$ cat config.mk
export PLATFORM = sky130hd
export DESIGN_NAME = logical_alu_pipe
export DESIGN_NICKNAME = d
export VERILOG_FILES = /design/src/rtl/riscv_alu_pkg.sv /design/src/rtl/logic_shift_core.sv /design/src/rtl/logical_alu_pipe.sv
export SDC_FILE = /design/constraint.sdc
export NUM_CORES = 1
export LEC_CHECK = 0
export BUFFER_PORTS_ARGS = -buffer_cell sky130_fd_sc_hd__buf_4
export CAP_MARGIN = 20
export CELL_PAD_IN_SITES_DETAIL_PLACEMENT = 0
export CELL_PAD_IN_SITES_GLOBAL_PLACEMENT = 1
export CORE_MARGIN = 2
export CORE_UTILIZATION = 40
export CTS_BUF_LIST = sky130_fd_sc_hd__clkbuf_4 sky130_fd_sc_hd__clkbuf_8 sky130_fd_sc_hd__clkbuf_16
export DETAILED_ROUTE_END_ITERATION = 10
export GPL_TIMING_DRIVEN = 0
export PLACE_DENSITY = 0.82
export SLEW_MARGIN = 0
export SYNTH_ARGS = -nofsm -noshare
export SYNTH_HDL_FRONTEND = slang
export SYNTH_SLANG_ARGS = --single-unit
$ cat constraint.sdc
create_clock -name clk -period 2.3 [get_ports clk]
set_input_delay 0.345 -clock clk [delete_from_list [all_inputs] [get_ports clk]]
set_output_delay 0.345 -clock clk [all_outputs]
set_load 0.02 [all_outputs]
$ cat src/rtl/riscv_alu_pkg.sv
// Shared decode constants and the internal op encoding for the logical/shift execute unit.
// Latency: n/a (types and constants only).
// Backpressure: n/a.
package riscv_alu_pkg;

   // Major opcodes handled by this unit
   localparam logic [6:0] OPCODE_R = 7'b0110011;
   localparam logic [6:0] OPCODE_I = 7'b0010011;

   // func3 encodings within OP / OP-IMM
   localparam logic [2:0] F3_ADD  = 3'b000;
   localparam logic [2:0] F3_SLL  = 3'b001;
   localparam logic [2:0] F3_SLT  = 3'b010;
   localparam logic [2:0] F3_SLTU = 3'b011;
   localparam logic [2:0] F3_XOR  = 3'b100;
   localparam logic [2:0] F3_SR   = 3'b101;
   localparam logic [2:0] F3_OR   = 3'b110;
   localparam logic [2:0] F3_AND  = 3'b111;

   // Internal operation carried down the pipe after decode
   typedef enum logic [3:0] {
      OP_AND,
      OP_OR,
      OP_XOR,
      OP_SLL,
      OP_SRL,
      OP_SRA,
      OP_ANDN,
      OP_ORN,
      OP_XNOR,
      OP_ILL
   } alu_op_e;

   // True when the decoded op is not executable by this unit
   function automatic logic op_is_illegal(input alu_op_e op);
      return (op == OP_ILL);
   endfunction

endpackage

$ cat src/rtl/logic_shift_core.sv
// Combinational logical/shift datapath: (op, a, b) -> XLEN-bit result; illegal op yields zero.
// Latency: 0 cycles (pure combinational, registered by the caller).
// Backpressure: none; the caller decides when the result is captured.
module logic_shift_core
   import riscv_alu_pkg::*;
#(
   parameter int XLEN = 32
) (
   input  alu_op_e          op,
   input  logic [XLEN-1:0]  a,
   input  logic [XLEN-1:0]  b,
   output logic [XLEN-1:0]  y
);

   localparam int SHAMT_W = $clog2(XLEN);

   // Only the low log2(XLEN) bits of the second operand select the shift distance
   logic [SHAMT_W-1:0] shamt;
   assign shamt = b[SHAMT_W-1:0];

   // Result select; anything unrecognised (OP_ILL) produces zero
   always_comb begin
      y = '0;
      case (op)
         OP_AND:  y = a & b;
         OP_OR:   y = a | b;
         OP_XOR:  y = a ^ b;
         OP_SLL:  y = a << shamt;
         OP_SRL:  y = a >> shamt;
         OP_SRA:  y = $signed(a) >>> shamt;
         OP_ANDN: y = a & ~b;
         OP_ORN:  y = a | ~b;
         OP_XNOR: y = ~(a ^ b);
         default: y = '0;
      endcase
   end

endmodule

$ cat src/rtl/logical_alu_pipe.sv
// Pipelined RV32/RV64 logical/shift execute unit: decode -> S1 register -> compute -> S2 register.
// Latency: 2 cycles from accept to out_valid; throughput 1 op/cycle.
// Backpressure: valid/ready; S2 holds while out_ready=0, in_ready drops once S1 and S2 are both full.
// Build option: define LOGICAL_ALU_ZBB_EN to decode R-type f7b5=1 XOR/OR/AND as XNOR/ORN/ANDN.
module logical_alu_pipe
   import riscv_alu_pkg::*;
#(
   parameter int XLEN = 32   // 32 or 64 only
) (
   input  logic             clk,
   input  logic             rst,
   input  logic             flush,
   input  logic             in_valid,
   output logic             in_ready,
   input  logic [XLEN-1:0]  op1,
   input  logic [XLEN-1:0]  op2,
   input  logic [6:0]       opcode,
   input  logic [2:0]       func3,
   input  logic             f7b5,
   output logic             out_valid,
   input  logic             out_ready,
   output logic [XLEN-1:0]  result,
   output logic             illegal
);

   // Ops selected by R-type f7b5=1 in the logical func3 slots
`ifdef LOGICAL_ALU_ZBB_EN
   localparam alu_op_e ALT_XOR = OP_XNOR;
   localparam alu_op_e ALT_OR  = OP_ORN;
   localparam alu_op_e ALT_AND = OP_ANDN;
`else
   localparam alu_op_e ALT_XOR = OP_ILL;
   localparam alu_op_e ALT_OR  = OP_ILL;
   localparam alu_op_e ALT_AND = OP_ILL;
`endif

   // Stage 1: decoded op + operands
   logic             s1_valid_q, s1_valid_d;
   alu_op_e          s1_op_q,    s1_op_d;
   logic [XLEN-1:0]  s1_a_q,     s1_a_d;
   logic [XLEN-1:0]  s1_b_q,     s1_b_d;

   // Stage 2: computed result
   logic             s2_valid_q,   s2_valid_d;
   logic [XLEN-1:0]  s2_result_q,  s2_result_d;
   logic             s2_illegal_q, s2_illegal_d;

   alu_op_e          dec_op;
   logic [XLEN-1:0]  core_y;
   logic             s2_free;
   logic             s1_adv;
   logic             accept;

   // Handshake: S2 can take a new op when empty or being drained this cycle
   always_comb begin
      s2_free  = !s2_valid_q || out_ready;
      s1_adv   = s1_valid_q && s2_free;
      in_ready = !s1_valid_q || s2_free;
      accept   = in_valid && in_ready;
   end

   // Decode opcode/func3/f7b5 into the internal op ahead of S1
   always_comb begin
      logic is_r;
      logic is_i;
      is_r   = (opcode == OPCODE_R);
      is_i   = (opcode == OPCODE_I);
      dec_op = OP_ILL;
      if (is_r || is_i) begin
         case (func3)
            F3_XOR:  dec_op = (is_i || !f7b5) ? OP_XOR : ALT_XOR;
            F3_OR:   dec_op = (is_i || !f7b5) ? OP_OR  : ALT_OR;
            F3_AND:  dec_op = (is_i || !f7b5) ? OP_AND : ALT_AND;
            F3_SLL:  dec_op = f7b5 ? OP_ILL : OP_SLL;
            F3_SR:   dec_op = f7b5 ? OP_SRA : OP_SRL;
            // ADD/SUB, SLT, SLTU belong to the arithmetic/compare unit
            default: dec_op = OP_ILL;
         endcase
      end
   end

   // S2 compute from the S1 register contents
   logic_shift_core #(
      .XLEN (XLEN)
   ) u_core (
      .op (s1_op_q),
      .a  (s1_a_q),
      .b  (s1_b_q),
      .y  (core_y)
   );

   // S1 next state: load on accept, empty on advance, cleared by flush
   always_comb begin
      s1_valid_d = s1_valid_q;
      s1_op_d    = s1_op_q;
      s1_a_d     = s1_a_q;
      s1_b_d     = s1_b_q;
      if (accept) begin
         s1_valid_d = 1'b1;
         s1_op_d    = dec_op;
         s1_a_d     = op1;
         s1_b_d     = op2;
      end else if (s1_adv) begin
         s1_valid_d = 1'b0;
      end
      if (flush) begin
         s1_valid_d = 1'b0;
      end
   end

   // S2 next state: capture on advance, hold while stalled, cleared by flush
   always_comb begin
      s2_valid_d   = s2_valid_q;
      s2_result_d  = s2_result_q;
      s2_illegal_d = s2_illegal_q;
      if (s1_adv) begin
         s2_valid_d   = 1'b1;
         s2_result_d  = core_y;
         s2_illegal_d = op_is_illegal(s1_op_q);
      end else if (s2_free) begin
         s2_valid_d = 1'b0;
      end
      if (flush) begin
         s2_valid_d = 1'b0;
      end
   end

   // Pipeline registers; reset discards everything in flight and dominates flush
   always_ff @(posedge clk) begin
      if (rst) begin
         s1_valid_q   <= 1'b0;
         s1_op_q      <= OP_ILL;
         s1_a_q       <= '0;
         s1_b_q       <= '0;
         s2_valid_q   <= 1'b0;
         s2_result_q  <= '0;
         s2_illegal_q <= 1'b0;
      end else begin
         s1_valid_q   <= s1_valid_d;
         s1_op_q      <= s1_op_d;
         s1_a_q       <= s1_a_d;
         s1_b_q       <= s1_b_d;
         s2_valid_q   <= s2_valid_d;
         s2_result_q  <= s2_result_d;
         s2_illegal_q <= s2_illegal_d;
      end
   end

   assign out_valid = s2_valid_q;
   assign result    = s2_result_q;
   assign illegal   = s2_illegal_q;

endmodule
## Word level (Yosys, flattened, before mapping)

Index checks and enable logic that the tools add are counted.

- Flip-flop bits (word level): 103
- Bits in latches: 0
- RAM bits: 0
- Bits in read-only memories: 0
- Output and inout port bits: 35
- Word-level logic and storage cells: 58
- Memories: 0

- Add/subtract/negate cells: 0
- Multiply operators: 0
- Divide/modulo/power cells: 0
- $lt $le $gt $ge: 0
- Equality and inequality tests: 16
- Shift-type cells: 3
- Mux-type cells: 12
- Bitwise gates (word level): 7
- Reduce and logical (&&, ||, !) cells: 13

Operators with widths:

| kind | count |
|---|---|
| $pmux W32 S9 | 1 |
| $and A32 B32 Y32 | 2 |
| $not A32 Y32 | 2 |
| $or A32 B32 Y32 | 2 |
| $shl A32 B5 Y32 | 1 |
| $shr A32 B5 Y32 | 1 |
| $sshr A32 B5 Y32 | 1 |
| $xor A32 B32 Y32 | 1 |
| $mux W4 | 5 |
| $pmux W4 S5 | 1 |
| $eq A4 B3 Y1 const B | 4 |
| $eq A3 B3 Y1 const B | 4 |
| $eq A4 B2 Y1 const B | 2 |
| $eq A4 B4 Y1 const B | 2 |
| $eq A7 B5 Y1 const B | 1 |
| $eq A7 B6 Y1 const B | 1 |
| $mux W1 | 5 |
| $eq A4 B1 Y1 const B | 1 |
| $logic_not A4 Y1 | 1 |
| $logic_or A1 B1 Y1 | 4 |
| $reduce_bool A2 Y1 | 2 |
| $eq A3 B1 Y1 const B | 1 |
| $logic_not A1 Y1 | 3 |
| $logic_and A1 B1 Y1 | 2 |
| $reduce_or A2 Y1 | 1 |

## Logic depth before layout (Yosys ltp)

Gate-level depths: netlist of run 1.

- Word-level depth: 5
- Depth in mapped cells: 13
- Depth with buffers taken out: 8

## Hierarchy

A second synthesis of run 1 with hierarchy kept.

- Cells, all modules: 1398
- Area, all modules: 10452.5 µm²

Modules (own cells, without submodules):

| module | instances | cells each | area an instance (µm²) | sequential area each (µm²) |
|---|---|---|---|---|
| logic_shift_core | 1 | 915 | 6130.9 | 0.0 |
| logical_alu_pipe | 1 | 483 | 4321.6 | 2062.0 |

## Worst setup path before layout of run 1

OpenSTA, ideal clock, no wires.

- Kind: flip-flop to flip-flop
- From: register s1_b_q[0]
- To: register s2_result_q[18], in the netlist result[18]
- Library setup time: 117 ps
- Data arrival time: 2411 ps
- Data required time: 2183 ps
- Setup slack: -227 ps
- Stages on the path, launching flop included: 13
- Path through: dfxtp_1 > buf_6 > buf_12 > buf_6 > clkinv_1 > buf_6 > buf_2 > ha_1 > nand2_1 > o21ai_0 > a2111oi_0 > o2111ai_1 > a22o_1

- Longest elaborated chain between the ends: 2
- Elaborated cells on any way between the ends: 4
- Classes of those cells: shift (3); mux (1)

RTL lines:

| item | line | source |
|---|---|---|
| from (decl) | logical_alu_pipe.sv:41 | `logic [XLEN-1:0] s1_b_q, s1_b_d;` |
| from (signal assigned) | logical_alu_pipe.sv:134 | `s1_b_q <= '0;` |
| from (signal assigned) | logical_alu_pipe.sv:142 | `s1_b_q <= s1_b_d;` |
| $sshr A32 B5 Y32 (tied with other cells) | logic_shift_core.sv:30 | `OP_SRA: y = $signed(a) >>> shamt;` |
| $pmux W32 S9 (*) | logic_shift_core.sv:24 | `case (op)` |
| to (signal assigned) | logical_alu_pipe.sv:144 | `s2_result_q <= s2_result_d;` |
| to (decl) | logical_alu_pipe.sv:45 | `logic [XLEN-1:0] s2_result_q, s2_result_d;` |

Every way passes the cells marked *; elsewhere a longest branch is shown, timed or not.
A chain may end at the register's enable or synchronous reset.

## Worst setup path in the final report of run 1

- From: register s1_b_q[1]
- To: register s2_result_q[23], in the netlist result[23]

The elaborated chain is that of the path after synthesis.

==> results of run 1 <==
cell usage after synthesis (8+ instances only):
master / count / share of area
nor4_1: 9 / 0.0054
a21oi_1: 142 / 0.068
o22ai_1: 23 / 0.014
buf_1: 14 / 0.0051
mux4_2: 59 / 0.13
inv_1: 16 / 0.0058
nand2_1: 269 / 0.097
mux2_2: 21 / 0.023
or3_1: 8 / 0.0048
nand2b_1: 21 / 0.013
a221oi_1: 11 / 0.0093
nor2_1: 106 / 0.038
buf_2: 23 / 0.011
dfxtp_1: 103 / 0.20
nor2b_1: 21 / 0.013
mux2i_1: 65 / 0.063
a211oi_1: 19 / 0.014
o21ai_0: 77 / 0.037
a31oi_1: 18 / 0.011
nand3_1: 17 / 0.0082
o221ai_1: 8 / 0.0067
nor3b_1: 8 / 0.0058
clkbuf_1: 107 / 0.039
o211ai_1: 17 / 0.012
nor3_1: 27 / 0.013
buf_4: 10 / 0.0072
logic make-up (layout without fill, tap and decap cells):
group / Yosys count / in the layout / share of synthesized area
muxes: 151 / 151 / 0.228
DFF: 103 / 103 / 0.198
and+or+nand+nor: 528 / 528 / 0.227
AOI/OAI and AO/OA: 413 / 413 / 0.255
buffers and inverters: 180 / 380 / 0.0766
adders and majority gates: 3 / 3 / 0.00337
xor gates and xnor gates: 14 / 14 / 0.0118
sequential cells by signal (all words and copies together) (netlist names):
register	cells
s1_a_q	32
result	32
s1_b_q	32
s1_valid_q	1
out_valid	1
s1_op_q	4
illegal	1
cell type report:
| cell class | count | share of cell area |
|---|---|---|
| multi-input cells | 1109 | 0.607 |
| well taps | 335 | 0.0294 |
| clock buffers | 11 | 0.0177 |
| plain buffers | 154 | 0.0812 |
| flip-flops and latches | 103 | 0.145 |
| repair buffers | 190 | 0.110 |
| clock inverters | 5 | 0.00342 |
| inverters | 20 | 0.00649 |
through the flow:
| stage | setup slack (ns) | power (uW) | utilization | cells |
|---|---|---|---|---|
| after global placement | -1.68 | 3750 | 0.453 | 1840 |
| final | -0.362 | 6040 | 0.553 | 1927 |
| after global routing | -0.302 | 6110 | 0.553 | 1927 |
| after CTS | -0.240 | 5730 | 0.526 | 1898 |
| after floorplan | 0.0194 | 3000 | - | 1392 |
| after detailed placement | -1.30 | 3750 | 0.455 | 1843 |
per-layer routing:
| metal | part of all wire | GRT usage | up-vias |
|---|---|---|---|
| met4 | 0.083 | 0.279 | 0 |
| met5 | 0 | 0 | - |
| li1 | - | - | 5526 |
| met3 | 0.15 | 0.172 | 349 |
| met1 | 0.36 | 0.594 | 6471 |
| met2 | 0.40 | 0.661 | 1303 |
power breakdown:
group	internal (uW)	total (uW)	switching (uW)
registers	1850	1970	123
logic	932	2350	1410
clock network	820	1720	901
worst paths after layout:
path / endpoint / depth (start not counted)
worst max-delay path: result[23] / 9
worst min-delay path: s1_valid_q / 2
worst max register to register: result[23] / 9
worst min register to register: result[25] / 2
timing repair:
item / in CTS / in global routing
buffers inserted: 41 / 32
cloned: 0 / 1
pin swaps: 49 / 51
endpoints found under the setup margin: 43 / 41
resized for setup: 346 / 149
cell usage in the layout, fill, tap and decap left out, types with 26 or more instances in the layout:
cell,instances
nand2_1,259
buf_4,181
a21oi_1,131
dfxtp_1,97
nor2_1,84
mux4_2,65
o21ai_0,56
mux2i_1,44
clkbuf_2,42
clkbuf_1,29
clkbuf_4,26
buf_6,26
==> reports/metrics.csv, run 1 <==
stage;metric;value;unit
timing;holdWs;0.131;ns
synth;synth_flop_cell;dfxtp_1;
clock_network;clock_latency;0.39;ns
critical_path;critPathBufInv;4;
cells_and_area;stdcell_area;14300;um^2
timing;slew_violations;0;
critical_path;slowest_delay;0.51;ns
timing;hold_viol;0;
synth;syn_nets;1474;
timing;post-route-min-period;2.66;ns
synth;syn_area;10400;um^2
synth;yosysWarnings;0;
critical_path;cp.arrival;2.94;ns
critical_path;critPathLaunch;s1_b_q[1];
synth;ys_seq_area_frac;0.198;
outcome;status;finished with violations;
timing;final.period_utilization;1.16;
synth;synth-async-reset-ratio;0;
route;drt_iter0_drc;2298;
critical_path;cpLargestDelayFamily;compound AO/OA/AOI/OAI gates;
cells_and_area;nets;1669;
route;wire_per_inst;33.7;um
critical_path;worst_path_most_repeated_cell;buf_8;
synth;synth_edf_count;0;
cells_and_area;filler_cell_count;2441;
floorplan;rows;59;
clock_network;cts_tree;built;
clock_network;cts_made_buffers;9;
route;routed_via_density;7.08;
critical_path;cp_cell_sequence;buf_6 > buf_8 > buf_8 > inv_1 > mux4_2 > nor2_1 > o41ai_4 > a21oi_1 > a221o_1;
route;drtPass1Iterations;6;
grt;overflow;0;
timing;fmax;0.376;GHz
grt;grt_pass1_vias;12200;
cells_and_area;diodes;0;
cells_and_area;multi_input_area;8650;um^2
place;gp_congestion;1.08;
grt;antenna_found_initial;0;
cells_and_area;seq_area;2070;um^2
grt;grt_use_total;0.464;
timing;worst_slack;-0.362;ns
critical_path;reg2reg_setup_slack;-0.36;ns
floorplan;die_h;165;um
clock_network;clockBufferDepth;2;
place;dpl_cell_area;11700;um^2
critical_path;worst_setup_path_end_kind;flop;
critical_path;start_kind;flop;
floorplan;start_util;0.403;
clock_network;root_buffer;clkbuf_16;
timing;worstMarginPinSlew;0.986;ns
run;maxCapViolCount;0;
outcome;violations;setup timing;
clock_network;clk_pin_slew;0.09;ns
route;routed_wl;64.8;mm
floorplan;coreArea;25800;um^2
critical_path;worstPathMaxFanout;10;
pwr;p_per_area;424;nW/um^2
clock_network;hold_buffers;0;
floorplan;die_area;27300;um^2
hold_path;hold_class;in -> reg;
cells_and_area;drive_above_1_share;0.369;
place;placement.io_buffers;113;
synth;syn_inst;1392;
timing;rsz0062_at_grt;yes;
place;hpwlAfterDp;48.8;mm
route;vias;13600;
grt;grt_pass1_wl;88.9;mm
critical_path;cp.required;2.58;ns
route;ant_nets;0;
synth;ys_ff_latch;103;
synth;synth.distinct_cells;79;
critical_path;cp_slowest_cell;o41ai_4;
cells_and_area;area_delta_synth_final;37.1;%
critical_path;worstSetupPathType;reg -> reg;
pwr;ir_worst_vdd;0.329;mV
synth;syn_area_per_cell;7.47;um^2
route;drcViolationCount;0;
grt;grt_max_degree;19;
clock_network;cts.sinks;103;
hold_path;hp-start;flush;
timing;clock_skew;0.0134;ns
timing;finalSetupTns;-3.43;ns
timing;slew_headroom;0.342;
floorplan;chipWidth;165;um
critical_path;rr_startpoint;s1_b_q[1];
clock_network;htreeDepth;3;
pwr;power.leakage;0.00520;uW
timing;setup_violations;29;
floorplan;ios;115;
Note: power is estimated with default switching activity, not from simulation.
==> run 2, diff against run 1 <==
==> constraint.sdc (replaced) <==
create_clock -name clk -period 2.3 [get_ports clk]
set_input_delay 0.345 -clock clk [delete_from_list [all_inputs] [get_ports clk]]
set_output_delay 0.345 -clock clk [all_outputs]
set_load 0.05 [all_outputs]
==> run 2 against run 1 <==
  * Worst hold slack worse by 0.014 ns
  * Clock-buffer cell count unchanged
  * Clock power is essentially flat
  * Utilization grew 1.7 points
  * Critical path type unchanged
  * Setup slack improved by 0.011 ns
  * The run still ends with setup timing left
  * Largest power group unchanged
  * Clock skew increased by 0.0021 ns
  * Non-clock buffer count increased by 21
==> reports/metrics.csv, run 2 (synthesis gave the netlist of run 1 again) <==
stage;metric;value;unit;change
cells_and_area;diodes;0;;unchanged
route;drcViolationCount;0;;unchanged
route;ant_nets;0;;unchanged
outcome;violations;setup timing;;
grt;grt_use_total;0.474;;+0.0104
timing;post-route-min-period;2.65;ns;-0.0114 ns
critical_path;worstPathMaxFanout;10;;unchanged
grt;grt_pass1_vias;12300;;+0.78%
place;placement.io_buffers;113;;unchanged
place;dp.cells;1842;;-0.054%
critical_path;reg2reg_setup_slack;-0.35;ns;about the same
route;routed_via_density;7.09;;+0.10%
floorplan;ios;115;;unchanged
pwr;report.power.total;6200;uW;+2.6%
floorplan;coreArea;25800;um^2;unchanged
critical_path;worstSetupPathType;reg -> reg;;
critical_path;worst_setup_path_end_kind;flop;;
cells_and_area;drive_above_1_share;0.388;;+0.0198
grt;antenna_found_initial;2;;+2
floorplan;start_util;0.403;;unchanged
floorplan;rows;59;;unchanged
cells_and_area;filler_cell_count;2351;;-3.7%
critical_path;slowest_delay;0.55;ns;+0.04 ns
clock_network;hold_buffers;0;;unchanged
route;wire_per_inst;34.1;um;+1.4%
timing;clock_skew;0.0155;ns;+0.00213 ns
run;maxCapViolCount;0;;unchanged
timing;fmax;0.377;GHz;+0.43%
hold_path;min_path_cells;2;;unchanged
cells_and_area;nets;1691;;+1.3%
critical_path;reg2reg_to;result[20];;
hold_path;hp-start;flush;;
place;gp_congestion;1.09;;+0.74%
grt;grt_pass1_wl;90.6;mm;+2.0%
timing;final.period_utilization;1.15;;-0.00496
timing;rsz0062_at_grt;yes;;
floorplan;die_h;165;um;unchanged
timing;slew_violations;0;;unchanged
route;drt_iter0_drc;2263;;-1.5%
critical_path;cp_slowest_cell;mux4_2;;
timing;worstMarginPinSlew;1.08;ns;+0.0923 ns
floorplan;die_area;27300;um^2;unchanged
critical_path;reg2reg_depth;8;;-1
outcome;status;finished with violations;;
place;hpwlAfterDp;48.9;mm;+0.39%
timing;worst_slack;-0.350;ns;+0.0114 ns
hold_path;whs_endpoint;out_valid;;
timing;finalSetupTns;-5.61;ns;-2.18 ns
timing;slew_headroom;0.281;;-0.0615
pwr;ir_worst_vdd;0.333;mV;+1.3%
clock_network;clk_pin_slew;0.09;ns;about the same
timing;setup_violations;32;;+10%
clock_network;htreeDepth;3;;unchanged
route;vias;13800;;+1.2%
clock_network;cts_tree;built;;
cells_and_area;area_delta_synth_final;41.3;%;
pwr;p_per_area;422;nW/um^2;-0.44%
grt;grt_max_degree;19;;unchanged
cells_and_area;final_util;0.570;;+0.0168
hold_path;hold_class;in -> reg;;
clock_network;clock_latency;0.38;ns;about the same
clock_network;cts_made_buffers;9;;unchanged
cells_and_area;final_cell_mix;259 x nand2_1, 186 x buf_4, 126 x a21oi_1;;
cells_and_area;stdcell_count;1949;;+1.1%
cells_and_area;layout_commonest_cell;nand2_1;;
floorplan;chipWidth;165;um;unchanged
pwr;power.leakage;0.00534;uW;+2.6%
critical_path;cp_cell_sequence;buf_8 > buf_12 > mux4_2 > mux2i_4 > o22ai_1 > a222oi_1 > o221ai_1 > a22o_1;;
clock_network;cts.sinks;103;;unchanged
grt;overflow;0;;unchanged
critical_path;cp.arrival;2.92;ns;-0.02 ns
clock_network;clockBufferDepth;2;;unchanged
critical_path;cp.required;2.57;ns;about the same
critical_path;start_kind;flop;;
route;routed_wl;66.5;mm;+2.6%
critical_path;rr_startpoint;s1_b_q[1];;
clock_network;root_buffer;clkbuf_16;;
timing;hold_viol;0;;unchanged
route;drtPass1Iterations;7;;+1
[run 2: per-layer routing]
layer  vias up  GRT usage  routed length [um]
met5         -          0                  61
met4         4      0.283                5880
met3       396      0.200               10500
met2      1338      0.655               25900
met1      6511      0.610               24200
li1       5570          -                   -
[run 2: how the worst max path moves through the flow]
stage | start | end | slack, ns | depth (start not counted)
5_1_grt | s1_b_q[0] | result[20] | -0.34 | 8
3_5_place_dp | s1_b_q[4] | result[1] | -1.35 | 6
3_3_place_gp | s1_op_q[0] | result[21] | -1.71 | 7
4_1_cts | s1_b_q[0] | result[23] | -0.24 | 10
2_1_floorplan | s1_b_q[0] | result[18] | 0.02 | 12
6_report | s1_b_q[1] | result[20] | -0.35 | 8
[run 2: metrics by stage]
stage | instance area, um^2 | setup slack, ns | hold WS, ns
after floorplan | 10400 | 0.0194 | 0.410
after global placement | 11700 | -1.71 | 0.438
after detailed placement | 11700 | -1.35 | 0.451
after CTS | 13800 | -0.235 | 0.124
after global routing | 14700 | -0.337 | 0.128
final | 14700 | -0.350 | 0.117
[run 2: area by class of cell]
type	instances	area, um^2	share of cell area
plain buffers	154	1140	0.0776
clock buffers	11	253	0.0172
clock inverters	5	50.0	0.00341
inverters	20	97.6	0.00664
multi-input cells	1110	8820	0.600
flip-flops and latches	103	2070	0.141
well taps	335	419	0.0285
repair buffers	211	1840	0.125
[run 2: what timing repair did]
action                                  4_1_cts  5_1_grt
setup buffers                                57       39
pin swaps                                    49       75
gates cloned                                  2        4
endpoints found under the setup margin       47       62
resized for setup                           369      154
[run 2: report_power, final]
part	internal, uW	switching (uW)
Combinational	986	1490
Sequential	1850	121
Clock	820	933
[run 2: worst max-delay path: cells and delay by family, from the launching register on]
| kind | cells | cell delay, ns |
|---|---|---|
| AO/OA/AOI/OAI | 4 | 0.97 |
| buffers and inverters | 2 | 0.36 |
| flip-flops | 1 | 0.38 |
| multiplexers | 2 | 0.82 |
